$ cat src/rtl/gmux_sel_ctrl_pkg.sv
// gmux_sel_ctrl_pkg: shared types and constants for the clock-mux select
// sequencing controller (gmux_sel_ctrl and its round-robin arbiter).
package gmux_sel_ctrl_pkg;

    // Number of requesters competing for the mux select
    localparam int NREQ = 2;

    // Default sequencing timing and counter width
    localparam int GATE_CYC_DEF   = 4;
    localparam int SETTLE_CYC_DEF = 8;
    localparam int CNT_W_DEF      = 8;

    // Switch sequencer states
    typedef enum logic [2:0] {
        ST_IDLE   = 3'd0,
        ST_GATE   = 3'd1,
        ST_SWITCH = 3'd2,
        ST_SETTLE = 3'd3,
        ST_DONE   = 3'd4
    } state_t;

    // One-hot vector for a requester index
    function automatic logic [NREQ-1:0] idx_onehot(input logic idx);
        logic [NREQ-1:0] vec;
        vec = idx ? 2'b10 : 2'b01;
        return vec;
    endfunction

endpackage

$ cat src/rtl/gmux_sel_ctrl_arb.sv
// gmux_sel_ctrl_arb: 2-way round-robin arbiter with a per-requester mask.
// When both eligible requesters are present the pointer's requester wins.
module gmux_sel_ctrl_arb
    import gmux_sel_ctrl_pkg::*;
(
    input  logic [NREQ-1:0] req,
    input  logic [NREQ-1:0] mask,
    input  logic            ptr,
    input  logic            en,
    output logic            gnt_vld,
    output logic            gnt_idx
);

    logic [NREQ-1:0] elig_s;

    assign elig_s = req & ~mask;

    // Pick a winner among eligible requesters, pointer breaks ties
    always_comb begin
        gnt_vld = 1'b0;
        gnt_idx = 1'b0;
        if (en) begin
            case (elig_s)
                2'b01: begin
                    gnt_vld = 1'b1;
                    gnt_idx = 1'b0;
                end
                2'b10: begin
                    gnt_vld = 1'b1;
                    gnt_idx = 1'b1;
                end
                2'b11: begin
                    gnt_vld = 1'b1;
                    gnt_idx = ptr;
                end
                default: begin
                    gnt_vld = 1'b0;
                    gnt_idx = 1'b0;
                end
            endcase
        end else begin
            gnt_vld = 1'b0;
            gnt_idx = 1'b0;
        end
    end

endmodule

$ cat src/rtl/gmux_sel_ctrl.sv
// gmux_sel_ctrl: sequencing controller for a two-input clock mux.
// Every select change runs gate-off -> wait -> change select -> settle ->
// gate-on. Runs on an always-on reference clock.
// Optional feature macro: GMUX_SEL_CTRL_LOCK_EN adds a LOCK input that
// freezes new grants while high in IDLE.
module gmux_sel_ctrl
    import gmux_sel_ctrl_pkg::*;
#(
    parameter int GATE_CYC   = GATE_CYC_DEF,
    parameter int SETTLE_CYC = SETTLE_CYC_DEF,
    parameter int CNT_W      = CNT_W_DEF
)
(
    input  logic            CLK,
    input  logic            RST_N,
    input  logic [NREQ-1:0] REQ,
    input  logic [NREQ-1:0] TGT,
    output logic [NREQ-1:0] ACK,
    output logic            BUSY,
    output logic            IS0,
    output logic            CEN
`ifdef GMUX_SEL_CTRL_LOCK_EN
    ,
    input  logic            LOCK
`endif
);

    localparam logic [CNT_W-1:0] GATE_LD   = CNT_W'(GATE_CYC - 1);
    localparam logic [CNT_W-1:0] SETTLE_LD = CNT_W'(SETTLE_CYC - 1);
    localparam logic [CNT_W-1:0] CNT_ZERO  = {CNT_W{1'b0}};
    localparam logic [CNT_W-1:0] CNT_ONE   = CNT_W'(1);

    state_t          state_r, state_nxt_s;
    logic [CNT_W-1:0] cnt_r, cnt_nxt_s;
    logic            is0_r, is0_nxt_s;
    logic            cen_r, cen_nxt_s;
    logic [NREQ-1:0] ack_r, ack_nxt_s;
    logic            busy_r, busy_nxt_s;
    logic            ptr_r, ptr_nxt_s;
    logic [NREQ-1:0] mask_r, mask_nxt_s;
    logic            win_r, win_nxt_s;
    logic            tgt_r, tgt_nxt_s;
    logic            lock_s;
    logic            arb_en_s;
    logic            gnt_vld_s;
    logic            gnt_idx_s;
    logic            gnt_tgt_s;

`ifdef GMUX_SEL_CTRL_LOCK_EN
    assign lock_s = LOCK;
`else
    assign lock_s = 1'b0;
`endif

    // Grants are only considered while idle and not frozen
    assign arb_en_s  = (state_r == ST_IDLE) && !lock_s;
    assign gnt_tgt_s = TGT[gnt_idx_s];

    gmux_sel_ctrl_arb u_arb (
        .req     (REQ),
        .mask    (mask_r),
        .ptr     (ptr_r),
        .en      (arb_en_s),
        .gnt_vld (gnt_vld_s),
        .gnt_idx (gnt_idx_s)
    );

    // Next-state and next-output logic of the switch sequencer
    always_comb begin
        state_nxt_s = state_r;
        cnt_nxt_s   = cnt_r;
        is0_nxt_s   = is0_r;
        cen_nxt_s   = cen_r;
        ack_nxt_s   = {NREQ{1'b0}};
        ptr_nxt_s   = ptr_r;
        mask_nxt_s  = {NREQ{1'b0}};
        win_nxt_s   = win_r;
        tgt_nxt_s   = tgt_r;
        case (state_r)
            ST_IDLE: begin
                if (gnt_vld_s) begin
                    win_nxt_s = gnt_idx_s;
                    tgt_nxt_s = gnt_tgt_s;
                    if (gnt_tgt_s == is0_r) begin
                        // Already on the requested source: acknowledge only
                        state_nxt_s = ST_DONE;
                        ack_nxt_s   = idx_onehot(gnt_idx_s);
                    end else begin
                        state_nxt_s = ST_GATE;
                        cen_nxt_s   = 1'b0;
                        cnt_nxt_s   = GATE_LD;
                    end
                end else begin
                    state_nxt_s = ST_IDLE;
                end
            end
            ST_GATE: begin
                if (cnt_r == CNT_ZERO) begin
                    state_nxt_s = ST_SWITCH;
                    is0_nxt_s   = tgt_r;
                end else begin
                    cnt_nxt_s = cnt_r - CNT_ONE;
                end
            end
            ST_SWITCH: begin
                state_nxt_s = ST_SETTLE;
                cnt_nxt_s   = SETTLE_LD;
            end
            ST_SETTLE: begin
                if (cnt_r == CNT_ZERO) begin
                    state_nxt_s = ST_DONE;
                    cen_nxt_s   = 1'b1;
                    ack_nxt_s   = idx_onehot(win_r);
                end else begin
                    cnt_nxt_s = cnt_r - CNT_ONE;
                end
            end
            ST_DONE: begin
                // Hand priority over and block an immediate re-grant
                state_nxt_s = ST_IDLE;
                ptr_nxt_s   = ~win_r;
                mask_nxt_s  = idx_onehot(win_r);
            end
            default: begin
                state_nxt_s = ST_IDLE;
                cen_nxt_s   = 1'b1;
            end
        endcase
        busy_nxt_s = (state_nxt_s != ST_IDLE);
    end

    // State and registered outputs, synchronous active-low reset
    always_ff @(posedge CLK) begin
        if (!RST_N) begin
            state_r <= ST_IDLE;
            cnt_r   <= CNT_ZERO;
            is0_r   <= 1'b0;
            cen_r   <= 1'b1;
            ack_r   <= {NREQ{1'b0}};
            busy_r  <= 1'b0;
            ptr_r   <= 1'b0;
            mask_r  <= {NREQ{1'b0}};
            win_r   <= 1'b0;
            tgt_r   <= 1'b0;
        end else begin
            state_r <= state_nxt_s;
            cnt_r   <= cnt_nxt_s;
            is0_r   <= is0_nxt_s;
            cen_r   <= cen_nxt_s;
            ack_r   <= ack_nxt_s;
            busy_r  <= busy_nxt_s;
            ptr_r   <= ptr_nxt_s;
            mask_r  <= mask_nxt_s;
            win_r   <= win_nxt_s;
            tgt_r   <= tgt_nxt_s;
        end
    end

    assign ACK  = ack_r;
    assign BUSY = busy_r;
    assign IS0  = is0_r;
    assign CEN  = cen_r;

endmodule

$ cat config.mk
export PLATFORM = sky130hd
export DESIGN_NAME = gmux_sel_ctrl
export DESIGN_NICKNAME = d
export VERILOG_FILES = /design/src/rtl/gmux_sel_ctrl_pkg.sv /design/src/rtl/gmux_sel_ctrl_arb.sv /design/src/rtl/gmux_sel_ctrl.sv
export SDC_FILE = /design/constraint.sdc
export NUM_CORES = 1
export LEC_CHECK = 0
export CORE_MARGIN = 2
export CORE_UTILIZATION = 40
export DETAILED_ROUTE_END_ITERATION = 10
export PLACE_DENSITY_LB_ADDON = 0.25
export SLEW_MARGIN = 0
export SYNTH_ARGS = -nofsm -noshare
export SYNTH_HDL_FRONTEND = slang
export SYNTH_SLANG_ARGS = --single-unit
$ cat constraint.sdc
create_clock -name CLK -period 6 [get_ports CLK]
set_clock_uncertainty 0.2 [all_clocks]
set_input_delay 1.8 -clock CLK [delete_from_list [all_inputs] [get_ports CLK]]
set_output_delay 1.8 -clock CLK [all_outputs]
set_load 0.02 [all_outputs]
* Yosys cells after proc, flatten, opt, wreduce, memory -nomap -nowiden
Index checks and enable logic that the tools add are counted.
** Word-level totals
- Logic and storage cells :: 65
- Register bits :: 21
- Input bits :: 6
** Operators by class
- Add/sub/neg operators :: 1
- Bitwise operators :: 4
- Mux-type cells :: 25
- Eq/ne operators :: 12
- Reductions and logical operators :: 12
- $lt $le $gt $ge :: 1
** Operators by type and width (count)
- 8-bit two-way mux :: 3
- 8-bit case mux with 3 select lines :: 1
- 3-bit two-way mux :: 4
- 3-bit case mux with 4 select lines :: 1
- 2-bit two-way mux :: 5
- 8-bit logical NOT :: 1
- 1-bit two-way mux :: 8
- 4-bit AND reduction :: 2
- 8-bit by 1-bit subtractor with 8-bit output, second input constant :: 1
- 3-bit by 2-bit equality test with 1-bit output, second input constant :: 2
- 2-bit != test, second input constant :: 3
- 2-bit AND reduction :: 3
- 3-bit nonzero test :: 2
- 3-bit OR reduction :: 2
- 2-bit equality test, second input constant :: 2
- 2-bit case mux with 2 select lines :: 1
- 3-bit by 1-bit equality test with 1-bit output, second input constant :: 1
- 3-bit equality test, second input constant :: 1
- 3-bit logical NOT :: 1
- 1-bit case mux with 3 select lines :: 1
- 2-bit AND :: 1
- 2-bit by 1-bit equality test with 1-bit output, second input constant :: 1
- 1-bit by 2-bit < comparator with 1-bit output, second input constant :: 1
- 2-bit by 1-bit != test with 1-bit output, second input constant :: 1
- other kinds (5) :: 6

* Logic depth before layout (Yosys ltp)
- Depth in word-level cells :: 12
- Mapped depth :: 8
- Mapped depth without buffers :: 8

* Hierarchy
A second synthesis with hierarchy kept.
** Unflattened totals
- Cell total of the unflattened synthesis :: 113
- Area, all modules :: 1074.8 um^2
** By module, submodules not included
- gmux_sel_ctrl :: area each 1032.2 um^2, sequential area each 420.4 um^2, instances 1, cells each 108
- gmux_sel_ctrl_arb :: area each 42.5 um^2, sequential area each 0.0 um^2, instances 1, cells each 5

* Worst setup path after synthesis
Ideal clock, no wire load.
- Kind :: in2reg
- Start point :: input port REQ[0]
- End point :: register cnt_r[1]
- Data required time :: 5728 ps
- Slack :: 2445 ps
- Setup time :: 72 ps
- Stages :: 6
- Arrival :: 3283 ps
- Cell sequence :: nor3b_1 > or4b_1 > and3_4 > o31a_4 > nor2_8 > mux2i_1
** Between the ends
- Cells in the longest elaborated chain, start to end :: 9
- Elaborated cells on any way between the ends :: 15
** RTL lines
- start, declared :: line gmux_sel_ctrl.sv:16 : input logic [NREQ-1:0] REQ,
- 2-bit AND * :: line gmux_sel_ctrl_arb.sv:16 : assign elig_s = req & ~mask;
- 2-bit equality test :: line gmux_sel_ctrl_arb.sv:23 : case (elig_s)
- 1-bit case mux with 2 select lines :: line gmux_sel_ctrl_arb.sv:23
- 1-bit two-way mux :: line gmux_sel_ctrl_arb.sv:22 : if (en) begin
- 1-bit two-way mux (not written as such) (2 in series) :: line gmux_sel_ctrl.sv:57 : assign gnt_tgt_s = TGT[gnt_idx_s];
- 1-bit equality test :: line gmux_sel_ctrl.sv:84 : if (gnt_tgt_s == is0_r) begin
- 2-bit != test (no source line)
- 4-bit AND reduction (no source line) *
- end signal, assigned :: line gmux_sel_ctrl.sv:147 : cnt_r <= cnt_nxt_s;
- end, declared :: line gmux_sel_ctrl.sv:34 : logic [CNT_W-1:0] cnt_r, cnt_nxt_s;
Every way passes the cells marked *; elsewhere a longest branch is shown, timed or not. The select of a mux whose other input is x is not followed.
A chain may end at the register's enable or synchronous reset.

* Final worst setup path
- Start point :: input port REQ[1]
- End point :: register cnt_r[1]
Same word-level chain as after synthesis.

==> impl_metrics.yaml <==
power_and_ir_drop:
  peakVddDrop_mv: 0.3030
  power.density_nw_per_um2: 515.3
  p_sw_share_pct: 45.68
  clkPwrFrac_pct: 10.6
  power.internal_w: 0.0003477
  seqPwrFrac_pct: 34.3
  p_switching_w: 0.0002925
  p_leak_nw: 0.4556
  combPwrFrac_pct: 55.0
sta:
  fmax_ghz: 0.2628
  slew_headroom_pct: 48.42
  holdWs_ns: 0.2758
  tns_ns: 0
  hold_viol: 0
  setup_violations: 0
  min_period_ns: 3.805
  worst_pin_slew_ns: 0.7677
  drv_slew: 0
  rsz0062_at_grt: "no"
  finalCritPeriodShare_pct: 63.42
clocking:
  cts_setup_buffers: 0
  cts_hold_buf: 0
  cts-root-buf: "clkbuf_4"
  cts_tree: "yes"
  cts_buffers: 3
  cts.sinks: 21
  clock_latency_ns: 0.31
  clockBufferDepth: 2
  cts_resized: 0
  path_clk_slew_ns: 0.10
  h-tree-depth: 1
drt:
  drc: 0
  initialDrtViolationCount: 17
  wl_per_cell_um: 13.66
  route.antenna.remaining_nets: 0
  vias_per_cell: 5.435
  firstDrtPassIters: 4
  wl_um: 2323
  vias: 924
worst_setup_path:
  worstReg2RegStart: "cnt_r[0]"
  worstSetupEndpointType: "register"
  cp-startpoint: "REQ[1]"
  cp_num_buf_inv: 1
  crit_path_max_fanout: 8
  crit_type: "in2reg"
  crit_family: "simple AND/OR/NAND/NOR gates"
  worstPathCellList: "clkdlybuf4s50_1, nand2b_4, or4b_1, and3_4, o31a_4, nor2_8, mux2i_1"
  critical_path.slowest_cell: "or4b_1"
  arrival_ns: 3.84
  max_stage_delay_ns: 0.57
  start_kind: "input pin"
  worstPathRequired_ns: 6.03
floorplan:
  die_h_um: 56.56
  die_area_sq_um: 3198
  num_rows: 19
  pin_count: 11
  start_util_pct: 41.13
  fp.dieW_um: 56.56
  core_area_sq_um: 2686
yosys:
  ys_ff_latch: 21
  muxShareOfSynthArea_pct: 2.718
  synth_top_family_by_area: "simple AND/OR/NAND/NOR gates"
  synthMostInstantiatedCell: "dfxtp_1"
  synthTopCellsByArea: "dfxtp_1 (38%), a21oi_1 (5.4%), nand2_1 (3.7%)"
  synth_compound_area_share_pct: 23.33
  ys_seq_area_share_pct: 38.05
  yosysWarnings: 0
  synth_commonest_cells: "dfxtp_1 (21), a21oi_1 (12), nand2_1 (11), nor2_1 (11), inv_1 (10)"
  synth_top_area_share_pct: 38.05
  synth_top_area_cell: "dfxtp_1"
  synth_cells: 129
  syn_area_per_cell_sq_um: 8.564
  synth_edf_count: 0
  synth_fa_ha_area_share_pct: 1.133
  synth_xor_area_share_pct: 0
  ys_types: 46
  syn-num-nets: 136
  synthFlopType: "dfxtp_1"
  synthSimpleGateAreaFrac_pct: 28.54
  synthArstFlopShare_pct: 0
  syn_area_sq_um: 1105
hold_path:
  min_path_type: "reg2reg"
  hp-start: "cnt_r[1]"
status:
  outcome: "finished, final reports clean"
global_route:
  antenna_found_initial: 0
  grt_pass1_wl_um: 3891
  grt_pass1_vias: 900
  grt.total_usage_pct: 15.50
  grt_max_degree: 14
  overflow: 0
finish:
  area_growth_syn_to_layout_pct: 12.46
  diodes: 0
  final_core_util_pct: 46.25
  nets: 147
  drive_gt1_share_pct: 10.79
placement:
  port_buffers: 10
  dpl.hpwl_um: 1694
  place.gp.congestion: 0.8662
job:
  maxCapViolCount: 0
-- path summary, 6_finish.rpt --
path,slack (ns),endpoint,depth (start not counted)
max,2.20,cnt_r[1],7
min,0.28,cnt_r[1],2
max reg2reg,3.37,BUSY,8
min reg2reg,0.28,cnt_r[1],2
-- registers in the layout, indices dropped and copies added (netlist names) --
signal	flops
tgt_r	1
cnt_r	8
state_r	3
CEN	1
BUSY	1
win_r	1
IS0	1
ptr_r	1
ACK	2
mask_r	2
-- metal layers --
layer | routed length (um) | GRT usage [%] | share of wire (%) | vias to the layer above
li1 | - | - | - | 484
met1 | 1146 | 20.23 | 49 | 423
met2 | 1077 | 25.08 | 46 | 15
met3 | 92 | 4.378 | 4.0 | 2
met4 | 7 | 4.082 | 0.30 | 0
met5 | 0 | 0 | 0 | -
-- logic make-up after synthesis --
family	count (synthesis)
adder cells (fa/ha/maj)	1
buffers and inverters	15
multiplexers	3
flip-flops	21
AND/OR/NAND/NOR	54
AO/OA/AOI/OAI	35
-- layout by cell type (no fill, tap or decap), types with 2 or more instances in the layout --
cell type | synthesis | final
o32ai_1 | 3 | 3
nand3_1 | 5 | 5
nand2b_1 | 2 | 2
nor2_1 | 11 | 11
a21oi_1 | 12 | 12
nor3_1 | 4 | 4
inv_1 | 10 | 10
nand2_1 | 11 | 11
nand4_1 | 2 | 2
dfxtp_1 | 21 | 21
o21ai_1 | 3 | 3
o21ai_0 | 6 | 6
mux2i_1 | 3 | 3
nor4_1 | 4 | 4
clkbuf_4 | 0 | 3
clkdlybuf4s50_1 | 0 | 10
-- power by group through the flow --
stage               registers, W  logic (W)  clock network, W
global placement        0.000221   0.000343                 0
CTS                     0.000219   0.000350         0.0000701
detailed placement      0.000222   0.000349                 0
global route            0.000226   0.000389         0.0000754
finish                  0.000220   0.000352         0.0000681
floorplan               0.000211   0.000285                 0
-- per-stage QoR --
stage	total power [W]	setup WS (ns)	area, sq um	instances
floorplan	0.0004963	2.445	1105	129
detailed placement	0.0005711	1.891	1216	166
global route	0.0006906	2.185	1242	170
finish	0.0006402	2.195	1242	170
global placement	0.0005646	1.940	1216	166
CTS	0.0006399	2.208	1242	170
-- tightest hold or removal path: stages, from the launching register on --
cell,delay (ns)
dfxtp_1,0.33
nand2_1,0.06
mux2i_1,0.05
-- cell type report --
| class | count | area [sq um] |
|---|---|---|
| Clock buffer | 4 | 26.28 |
| Fill cell | 263 | 1444 |
| Inverter | 11 | 41.29 |
| Multi-Input combinational cell | 93 | 615.6 |
| Sequential cell | 21 | 420.4 |
| Tap cell | 31 | 38.79 |
| Timing Repair Buffer | 10 | 100.1 |
(Power assumes the default switching activity.)
